[config.mk]
export PLATFORM = sky130hd
export DESIGN_NAME = instr_fetch_ctrl
export DESIGN_NICKNAME = d
export VERILOG_FILES = /design/src/rtl/instr_fetch_ctrl.sv
export SDC_FILE = /design/constraint.sdc
export NUM_CORES = 1
export LEC_CHECK = 0
export ABC_AREA = 0
export CORE_UTILIZATION = 30
export CTS_CLUSTER_DIAMETER = 120
export DETAILED_ROUTE_END_ITERATION = 7
export SLEW_MARGIN = 30
export SYNTH_ARGS = -nofsm -noshare
export SYNTH_HDL_FRONTEND = slang
export SYNTH_SLANG_ARGS = --single-unit
[constraint.sdc]
create_clock -name clk -period 4.3 [get_ports clk]
set_clock_uncertainty 0.15 [all_clocks]
set_input_delay 0.86 -clock clk [delete_from_list [all_inputs] [get_ports clk]]
set_output_delay 0.86 -clock clk [all_outputs]
set_load 0.01 [all_outputs]
[src/rtl/instr_fetch_ctrl.sv]
// Instruction fetch sequencer: owns the fetch PC, issues word fetches over req/ack,
// buffers returned words in a small prefetch queue and hands them to decode.
module instr_fetch_ctrl #(
    parameter int unsigned ADDR_W   = 32,
    parameter int unsigned DEPTH    = 4,
    parameter int unsigned RESET_PC = 0,
    parameter int unsigned MEM_LAST = 1500
) (
    input  logic              clk,
    input  logic              rst_n,
    output logic              mem_req,
    output logic [ADDR_W-1:0] mem_addr,
    input  logic              mem_ack,
    input  logic [31:0]       mem_rdata,
    output logic              out_valid,
    input  logic              out_ready,
    output logic [31:0]       out_instr,
    output logic [ADDR_W-1:0] out_pc,
    input  logic              redirect_valid,
    input  logic [ADDR_W-1:0] redirect_pc,
    output logic              fault
);

    localparam int unsigned PTR_W = $clog2(DEPTH);
    localparam int unsigned CNT_W = PTR_W + 1;
    localparam logic [ADDR_W-1:0] PC_RST     = ADDR_W'(RESET_PC);
    localparam logic [ADDR_W-1:0] LAST_START = ADDR_W'(MEM_LAST - 3);

    typedef enum logic [1:0] {
        S_FETCH,
        S_WAIT,
        S_FAULT
    } state_e;

    state_e            state_q, state_d;
    logic [ADDR_W-1:0] fetch_pc_q, fetch_pc_d;
    logic [ADDR_W-1:0] req_addr_q, req_addr_d;
    logic              discard_q, discard_d;
    logic [PTR_W-1:0]  rd_ptr_q, wr_ptr_q;
    logic [CNT_W-1:0]  count_q;
    logic [31:0]       instr_mem [DEPTH];
    logic [ADDR_W-1:0] pc_mem    [DEPTH];

    logic pc_legal, queue_full, req, push, pop;

    assign pc_legal   = (fetch_pc_q[1:0] == 2'b00) && (fetch_pc_q <= LAST_START);
    assign queue_full = (count_q == CNT_W'(DEPTH));
    assign pop        = out_valid && out_ready;

    // A request in the redirect cycle would target the stale PC, so it is held off.
    always_comb begin
        state_d    = state_q;
        fetch_pc_d = fetch_pc_q;
        req_addr_d = req_addr_q;
        discard_d  = discard_q;
        req        = 1'b0;
        push       = 1'b0;
        case (state_q)
            S_FETCH: begin
                if (!pc_legal) begin
                    state_d = S_FAULT;
                end else if (!queue_full && !redirect_valid) begin
                    req = 1'b1;
                    if (mem_ack) begin
                        push       = 1'b1;
                        fetch_pc_d = fetch_pc_q + ADDR_W'(4);
                    end else begin
                        req_addr_d = fetch_pc_q;
                        state_d    = S_WAIT;
                    end
                end
            end
            S_WAIT: begin
                req = 1'b1;
                if (mem_ack) begin
                    state_d = S_FETCH;
                    if (discard_q) begin
                        discard_d = 1'b0;
                    end else begin
                        push       = 1'b1;
                        fetch_pc_d = req_addr_q + ADDR_W'(4);
                    end
                end
            end
            default: ;
        endcase
        if (redirect_valid) begin
            push       = 1'b0;
            fetch_pc_d = redirect_pc;
            if (state_q == S_WAIT && !mem_ack) begin
                discard_d = 1'b1;
            end else begin
                state_d   = S_FETCH;
                discard_d = 1'b0;
            end
        end
    end

    // The FETCH state requests combinationally, so the request is masked while in reset.
    assign mem_req   = req && rst_n;
    assign mem_addr  = (state_q == S_WAIT) ? req_addr_q : fetch_pc_q;
    assign fault     = (state_q == S_FAULT);
    assign out_valid = (count_q != '0);
    assign out_instr = out_valid ? instr_mem[rd_ptr_q] : 32'h0;
    assign out_pc    = out_valid ? pc_mem[rd_ptr_q] : '0;

    // NOTE: sequential state uses non-blocking assignments so every register samples pre-edge values.
    always_ff @(posedge clk or negedge rst_n) begin
        if (!rst_n) begin
            state_q    <= S_FETCH;
            fetch_pc_q <= PC_RST;
            req_addr_q <= PC_RST;
            discard_q  <= 1'b0;
            rd_ptr_q   <= '0;
            wr_ptr_q   <= '0;
            count_q    <= '0;
        end else begin
            state_q    <= state_d;
            fetch_pc_q <= fetch_pc_d;
            req_addr_q <= req_addr_d;
            discard_q  <= discard_d;
            if (redirect_valid) begin
                rd_ptr_q <= '0;
                wr_ptr_q <= '0;
                count_q  <= '0;
            end else begin
                if (push) wr_ptr_q <= wr_ptr_q + PTR_W'(1);
                if (pop)  rd_ptr_q <= rd_ptr_q + PTR_W'(1);
                case ({push, pop})
                    2'b10:   count_q <= count_q + CNT_W'(1);
                    2'b01:   count_q <= count_q - CNT_W'(1);
                    default: ;
                endcase
            end
        end
    end

    // NOTE: queue storage is not reset; outputs are masked by out_valid so stale entries never leak.
    always_ff @(posedge clk) begin
        if (push) begin
            instr_mem[wr_ptr_q] <= mem_rdata;
            pc_mem[wr_ptr_q]    <= mem_addr;
        end
    end

endmodule

# Word-level counts from Yosys, hierarchy flattened
# Memories as Yosys holds them, arrays and structs flattened.
# Index checks and enable logic that the tools add are counted.
word_totals:
  ram_bits: 256
  input_bits: 69
  regBits: 74
  memories: 2
  wordCells: 86
memory_table:
  columns: ["memory", "depth", "word_bits", "read_ports", "rd_ports_with_merged_regs", "write_ports", "line_no", "text"]
  rows:
  - ["instr_mem", 4, 32, 1, 0, 1, "41", "logic [31:0] instr_mem [DEPTH];"]
  - ["pc_mem", 4, 32, 1, 0, 1, "42", "logic [ADDR_W-1:0] pc_mem [DEPTH];"]
op_classes:
  n_addsub: 6
  reduce_logical: 20
  bitwise_logic: 1
  n_mux: 39
  n_eq_ne: 10
  n_lt_le_gt_ge: 1
ops:
  columns: ["op", "count"]
  rows:
  - ["two-way mux 32 bit", 9]
  - ["adder 32 x 3 -> 32 bit, second input constant", 2]
  - ["case mux 32 bit (2 select lines)", 1]
  - ["<= comparator 32 x 11 -> 1 bit, second input constant", 1]
  - ["two-way mux 2 bit", 10]
  - ["inequality test 3 bit, second input constant", 5]
  - ["two-way mux 1 bit", 14]
  - ["nonzero test 3 bit", 3]
  - ["nonzero test 2 bit", 4]
  - ["case mux 3 bit (2 select lines)", 1]
  - ["AND reduction 6 bit", 1]
  - ["logical AND 1 bit", 5]
  - ["adder 2 x 1 -> 2 bit, second input constant", 2]
  - ["== test 2 x 1 -> 1 bit, second input constant", 2]
  - ["== test 2 bit, second input constant", 2]
  - ["zero test 2 bit", 2]
  - ["case mux 1 bit (2 select lines)", 2]
  - ["case mux 2 bit (2 select lines)", 1]
  - ["AND reduction 4 bit", 1]
  - ["adder 3 x 1 -> 3 bit, second input constant", 1]
  - ["== test 3 bit, second input constant", 1]
  - ["zero test 1 bit", 3]
  - ["two-way mux 3 bit", 1]
  - ["subtractor 3 x 1 -> 3 bit, second input constant", 1]
  - ["2 further kinds", 2]

# Longest topological paths before layout
# Gate-level depths: netlist (run 1).
depth:
  depth_word: 10
  ltp_mapped: 16
  depth_no_buf: 13

# Worst setup path after synthesis (run 1)
# Ideal clock, no wire load.
synth_path:
  path_kind: "input port to flip-flop"
  from: "input port mem_ack"
  to: "memory instr_mem[2][0], enable pin"
  t_arrival_ns: 3.544
  required_time_ns: 3.721
  path_slack_ns: 0.177
  cell_stages: 7
  path_cell_list: "a21bo_2 a21o_1 nor2_1 a21o_1 clkbuf_1 clkbuf_1 and3_1"
synth_between:
  elab_chain_cells: 7
  elab_cells_between_ends: 8
  classes_between: "mux (8)"
synth_lines:
  columns: ["item", "line_no", "text"]
  rows:
  - ["start: declaration", "13", "input logic mem_ack,"]
  - ["two-way mux 1 bit", "64", "if (mem_ack) begin"]
  - ["two-way mux 1 bit", "62", "end else if (!queue_full && !redirect_valid) begin"]
  - ["two-way mux 1 bit", "60", "if (!pc_legal) begin"]
  - ["case mux 1 bit (2 select lines) *", "58", "case (state_q)"]
  - ["two-way mux 1 bit *", "87", "if (redirect_valid) begin"]
  - ["two-way mux 1 bit *", "140", "if (push) begin"]
  - ["two-way mux 1 bit (implied by the code) *", "141", "instr_mem[wr_ptr_q] <= mem_rdata;"]
  - ["end: declaration", "41", null]
# Every way passes the cells marked *; elsewhere a longest branch is shown, timed or not.

# Worst setup path after layout (run 1)
layout_path:
  from: "register state_q[0]"
  to: "output port mem_addr[27]"
layout_between:
  elab_chain_cells: 2
layout_lines:
  columns: ["item", "line_no", "text"]
  rows:
  - ["start: declaration", "35", "state_e state_q, state_d;"]
  - ["start signal: assignment", "118", "state_q <= state_d;"]
  - ["== test 2 x 1 -> 1 bit", "101", "assign mem_addr = (state_q == S_WAIT) ? req_addr_q : fetch_pc_q;"]
  - ["two-way mux 32 bit", "101", null]
  - ["end: declaration", "12", "output logic [ADDR_W-1:0] mem_addr,"]
# Every way passes these cells.

==> flow_summary.ini, run 1 <==
[route]
wire_per_inst_um = 20.5
antenna_left = 0
drt_first_iter_violations = 536
firstDrtPassIters = 5
drc = 0
vias = 8185
vias_per_cell = 4.81
wirelength_um = 34800

[floorplan]
ios = 168
dieArea_um2 = 47300
start_util_pct = 30.6
die_x_um = 218
fp.dieH_um = 218
core-area_um2 = 45600
row_count = 78

[grt]
grt.total_usage_pct = 14.9
antenna_found_initial = 1
grt_pass1_vias = 8538
overflow = 0
grt_pass1_wl_um = 52600
grt_max_degree = 48

[synthesis]
yosysUniqueCellTypes = 53
ys_ff_latch = 330
ys_seq_area_share_pct = 68.4
synth_cells = 888
synth-main-ff-cell = edfxtp_1
synthesis.nets = 963
async_reset_ff_share_pct = 22.4
synth_edf_count = 256
ys_warn_count = 0
synth_area_per_cell_um2 = 15.7
synth_area_um2 = 13900

[pwr]
p_leak_nw = 6.16
switching_power_mw = 2.51
vdd_ir_drop_max_v = 0.000286
p_comb_share_pct = 25.0
sw_frac_of_total_pct = 26.6
power.share.clock_pct = 34.6
power_density_nw_per_um2 = 531
power_frac_seq_pct = 40.3
p_int_mw = 6.92

[clocking]
cts_tree = yes
cts-buffers-inserted = 39
cts_sinks = 330
cts_buffer_depth = 3
clock_latency_ns = 0.56
hold_buffers = 0
cts_max_level = 2
clk_root_buffer_cell = clkbuf_16
clk_pin_slew_ns = 0.06
cts_resized = 0
postCtsSetupBuffers = 0

[worst_setup_path]
reg2reg_depth = 11
critPathLaunchType = flop
cp_max_fo = 36
end_kind = output port
reg2reg_to = fetch_pc_q[28]
r2r_slack_ns = 0.75
setup.worst_path.class = reg -> out
critPathRequiredTime_ns = 3.29
worstReg2RegStart = state_q[0]
worstPathArrival_ns = 3.15

[cells_and_area]
most-common-layout-cells = 256 x edfxtp_1, 166 x clkdlybuf4s50_1, 88 x nand2_1, 72 x dfrtp_1
nFillCells = 4240
final_area_um2 = 17800
drive_above_1_share_pct = 15.9
area_growth_pct = 27.5
diodes = 0
fin_nets = 1148
final_common_cell = edfxtp_1

[timing]
drv_slew = 0
fin_crit_ns = 4.16
setup_violations = 0
period_share_pct = 96.8
rsz0062_at_grt = no
max_clock_freq_mhz = 240
maxSlewHeadroom_pct = 58.1
finalHoldViolCount = 0
setup_tns_ns = 0
worst_pin_slew_ns = 0.629

[run]
maxCapViolCount = 0

[placed_design]
dpl_cell_area_um2 = 16500
place_congestion = 0.796
port_buffers = 167
hpwl_um = 22200

[outcome]
status = complete, no violations

[min_path]
hold_path_class = in -> async
[cells in the mapped netlist (2+ instances only)]
master      n  area, um2
a21oi_1    17       85.1
or4b_1      2       20.0
nor3b_1     2       15.0
mux2_2     13        146
o211ai_1    5       37.5
nand2_1    88        330
buf_1      11       41.3
buf_6       3       33.8
a31oi_1     7       43.8
and4b_1     5       50.1
o21ai_1     2       10.0
ha_1        5       62.6
nor4b_1     2       17.5
clkbuf_1   33        124
nor4_1      6       37.5
xnor2_1    20        175
a21o_1      2       15.0
and2_1     64        400
nor3_1      7       35.0
xor2_1      7       61.3
nand3_1     6       30.0
or3_1       2       12.5
o21a_1      4       30.0
nand4_1     2       12.5
and3_1      7       43.8
buf_2       2       10.0
edfxtp_1  256       7690
inv_1      18       67.6
or2_2       2       12.5
mux2i_1    24        240
nor2_1     33        124
mux4_2     64       1440
dfrtp_1    74       1850
o22ai_1     6       37.5
a22oi_1    17        128
nor2b_1    27        169
o21ai_0    27        135
[area by class of cell]
cell class	count	area (um2)	area share, %
multi-input combinational	489	4150	23.3
inverter	19	71.3	0.401
timing repair buffer	194	2010	11.3
clock buffer	47	1010	5.66
clock inverter	23	248	1.39
sequential	330	9550	53.7
tap	600	751	4.22
[state kept, by name, summed over array words and instances (netlist names)]
| signal | cells |
|---|---|
| count_q | 3 |
| state_q | 2 |
| fetch_pc_q | 32 |
| rd_ptr_q | 2 |
| req_addr_q | 32 |
| pc_mem | 128 |
| instr_mem | 128 |
| wr_ptr_q | 2 |
| discard_q | 1 |
[worst max-delay path by stage]
stage / from / end / slack, ns
floorplan: mem_ack / instr_mem[2][0] / 0.18
global route: state_q[0] / mem_addr[27] / 0.01
finish: state_q[0] / mem_addr[27] / 0.14
CTS: state_q[0] / mem_addr[9] / 0.09
global placement: mem_ack / count_q[2] / 0.60
detailed placement: mem_ack / count_q[2] / 0.55
[critical path, cell delays in order, from the launching register on]
cell	delay [ns]
dfrtp_1	0.59
nor2b_4	0.29
buf_4	0.43
mux2i_1	0.50
inv_1	0.22
clkdlybuf4s50_1	0.53
[cells by family after synthesis]
| family | after synthesis | share of synthesized area, % |
|---|---|---|
| compound gates | 94 | 4.25 |
| xor+xnor | 27 | 1.70 |
| fa+ha+maj | 6 | 0.592 |
| buf+inv | 69 | 2.06 |
| flops | 330 | 68.4 |
| mux | 101 | 13.1 |
| simple gates | 261 | 9.85 |
[layer usage]
| layer | GRT usage [%] | part of all wire (%) | vias up |
|---|---|---|---|
| li1 | - | - | 3711 |
| met1 | 20.4 | 45 | 4202 |
| met2 | 23.7 | 48 | 213 |
| met3 | 3.24 | 5.2 | 57 |
| met4 | 4.18 | 2.3 | 2 |
| met5 | 0 | 0.032 | - |
[power groups by stage]
| stage | registers [mW] | logic (mW) | clock network [mW] |
|---|---|---|---|
| 2_1_floorplan | 3.77 | 1.28 | 0 |
| 3_3_place_gp | 3.87 | 2.41 | 0 |
| 3_5_place_dp | 3.87 | 2.42 | 0 |
| 4_1_cts | 3.81 | 2.42 | 3.37 |
| 5_1_grt | 3.83 | 2.56 | 3.49 |
| 6_report | 3.80 | 2.36 | 3.27 |
[stage by stage]
stage               util [%]  setup slack [ns]  total power [mW]  std cells  hold slack (ns)
CTS                     39.0            0.0929              9.60       1702            0.213
finish                  39.0             0.136              9.43       1702            0.236
detailed placement      36.2             0.552              6.29       1632            0.335
global route            39.0            0.0133              9.88       1702            0.248
floorplan                  -             0.177              5.05        888            0.308
global placement        36.2             0.600              6.28       1632            0.332
(Power assumes the default switching activity.)
==> run 2: changes to the inputs <==
Settings changed: SLEW_MARGIN 30 to unset.
==> results of run 2 <==
Final layout, timing and power as in run 1 (identical DEF).
==> run 3: changes to the inputs <==
Settings changed: CTS_BUF_LIST set to sky130_fd_sc_hd__clkbuf_8.
==> run 3 against run 2 <==
Wire length grew 0.52%. Critical path depth is the same. Final cell count grew 1.7%. Power shrank 6.0%. Sequential cell count is the same. Cell area shrank 1.0%. Critical path type unchanged. Largest cell class unchanged. Largest power group unchanged.
==> flow_summary.ini, run 3 (synthesis gave the netlist of run 1 again) <==
[floorplan]
die_x_um = 218
core-area_um2 = 45600
fp.dieH_um = 218
row_count = 78
start_util_pct = 30.6
ios = 168
dieArea_um2 = 47300

[timing]
finalHoldViolCount = 0
maxSlewHeadroom_pct = 57.5
worst_pin_slew_ns = 0.637
setup_violations = 0
rsz0062_at_grt = no
drv_slew = 0
max_clock_freq_mhz = 243
period_share_pct = 95.7
fin_crit_ns = 4.12
worst_slack_ns = 0.184
setup_tns_ns = 0

[cells_and_area]
drive_above_1_share_pct = 17.0
final_cells = 1731
reg_top3 = instr_mem: 128 flops, pc_mem: 128 flops
most-common-layout-cells = 256 x edfxtp_1, 166 x clkdlybuf4s50_1, 88 x nand2_1, 72 x dfrtp_1
area_growth_pct = 26.2
diodes = 0
fin_nets = 1164
final_common_cell = edfxtp_1

[clocking]
clk_root_buffer_cell = clkbuf_8
postCtsSetupBuffers = 0
cts_buffer_depth = 3
clk_pin_slew_ns = 0.06
clock_latency_ns = 0.63
cts_tree = yes
cts-buffers-inserted = 55
cts_sinks = 330
hold_buffers = 0
cts_max_level = 2

[placed_design]
hpwl_um = 22200
port_buffers = 167
place_congestion = 0.796
placed_cells = 1632
dp_worst_setup_slack_ns = 0.552

[worst_setup_path]
critPathRequiredTime_ns = 3.29
r2r_slack_ns = 0.74
cp_max_fo = 36
critPathLaunchType = flop
worstPathArrival_ns = 3.11
end_kind = output port
setup.worst_path.class = reg -> out

[route]
vias = 8219
antenna_left = 0
drc = 0
firstDrtPassIters = 5
vias_per_cell = 4.75
wire_per_inst_um = 20.2
wirelength_um = 35000
drt_first_iter_violations = 532

[grt]
antenna_found_initial = 1
overflow = 0
grt.total_usage_pct = 14.9
grt_pass1_wl_um = 52900
grt_max_degree = 48
grt_pass1_vias = 8608

[pwr]
p_leak_nw = 6.18
power_density_nw_per_um2 = 504
vdd_ir_drop_max_v = 0.000234

[min_path]
hold_path_class = in -> async

[run]
maxCapViolCount = 0

[outcome]
status = complete, no violations
-- run 3: layout make-up --
class                           instances  area [um2]
Tap cell                              600         751
Timing Repair Buffer                  194        2010
Clock inverter                         39         240
Sequential cell                       330        9550
Inverter                               19        71.3
Clock buffer                           60         826
Multi-Input combinational cell        489        4150
Fill cell                            4266       28000
-- run 3: critical path: stages, from the launching register on --
cell	delay [ns]
dfrtp_1	0.58
nor2b_4	0.30
buf_6	0.34
mux2i_1	0.48
inv_1	0.22
clkdlybuf4s50_1	0.53
-- run 3: power breakdown --
part / internal (mW) / switching, mW
combinational: 1.30 / 1.06
sequential: 3.64 / 0.161
clock: 1.46 / 1.25
total: 6.40 / 2.46
-- run 3: path summary, 6_finish.rpt --
check / startpoint / endpoint / cells after the start
worst max-delay path: state_q[0] / mem_addr[27] / 5
worst min-delay path: rst_n / fetch_pc_q[9] / 2
worst max register to register: state_q[0] / fetch_pc_q[28] / 11
worst min register to register: req_addr_q[29] / req_addr_q[29] / 1
max in group asynchronous: rst_n / rd_ptr_q[1] / 3
min in group clk: req_addr_q[29] / req_addr_q[29] / 1
-- run 3: stage by stage --
| stage | utilization [%] | cell area, um2 | power [mW] | hold WS (ns) |
|---|---|---|---|---|
| 5_1_grt | 38.6 | 17600 | 9.35 | 0.123 |
| 3_3_place_gp | 36.2 | 16500 | 6.28 | 0.332 |
| 4_1_cts | 38.6 | 17600 | 9.05 | 0.105 |
| 3_5_place_dp | 36.2 | 16500 | 6.29 | 0.335 |
| 6_report | 38.6 | 17600 | 8.87 | 0.182 |
| 2_1_floorplan | - | 13900 | 5.05 | 0.308 |
-- run 3: what timing repair did --
item,4_1_cts,5_1_grt
resized for setup,1,1
hold endpoints to repair,0,0
setup endpoints to repair,1,2
pin swaps,0,0
-- run 3: metal layers --
layer  share of wire [%]  track usage, %  up-vias
li1                    -               -     3748
met1                  44            20.2     4179
met2                  48            23.7      233
met3                 5.9            3.92       57
met4                 1.9            3.99        2
met5               0.029               0        -
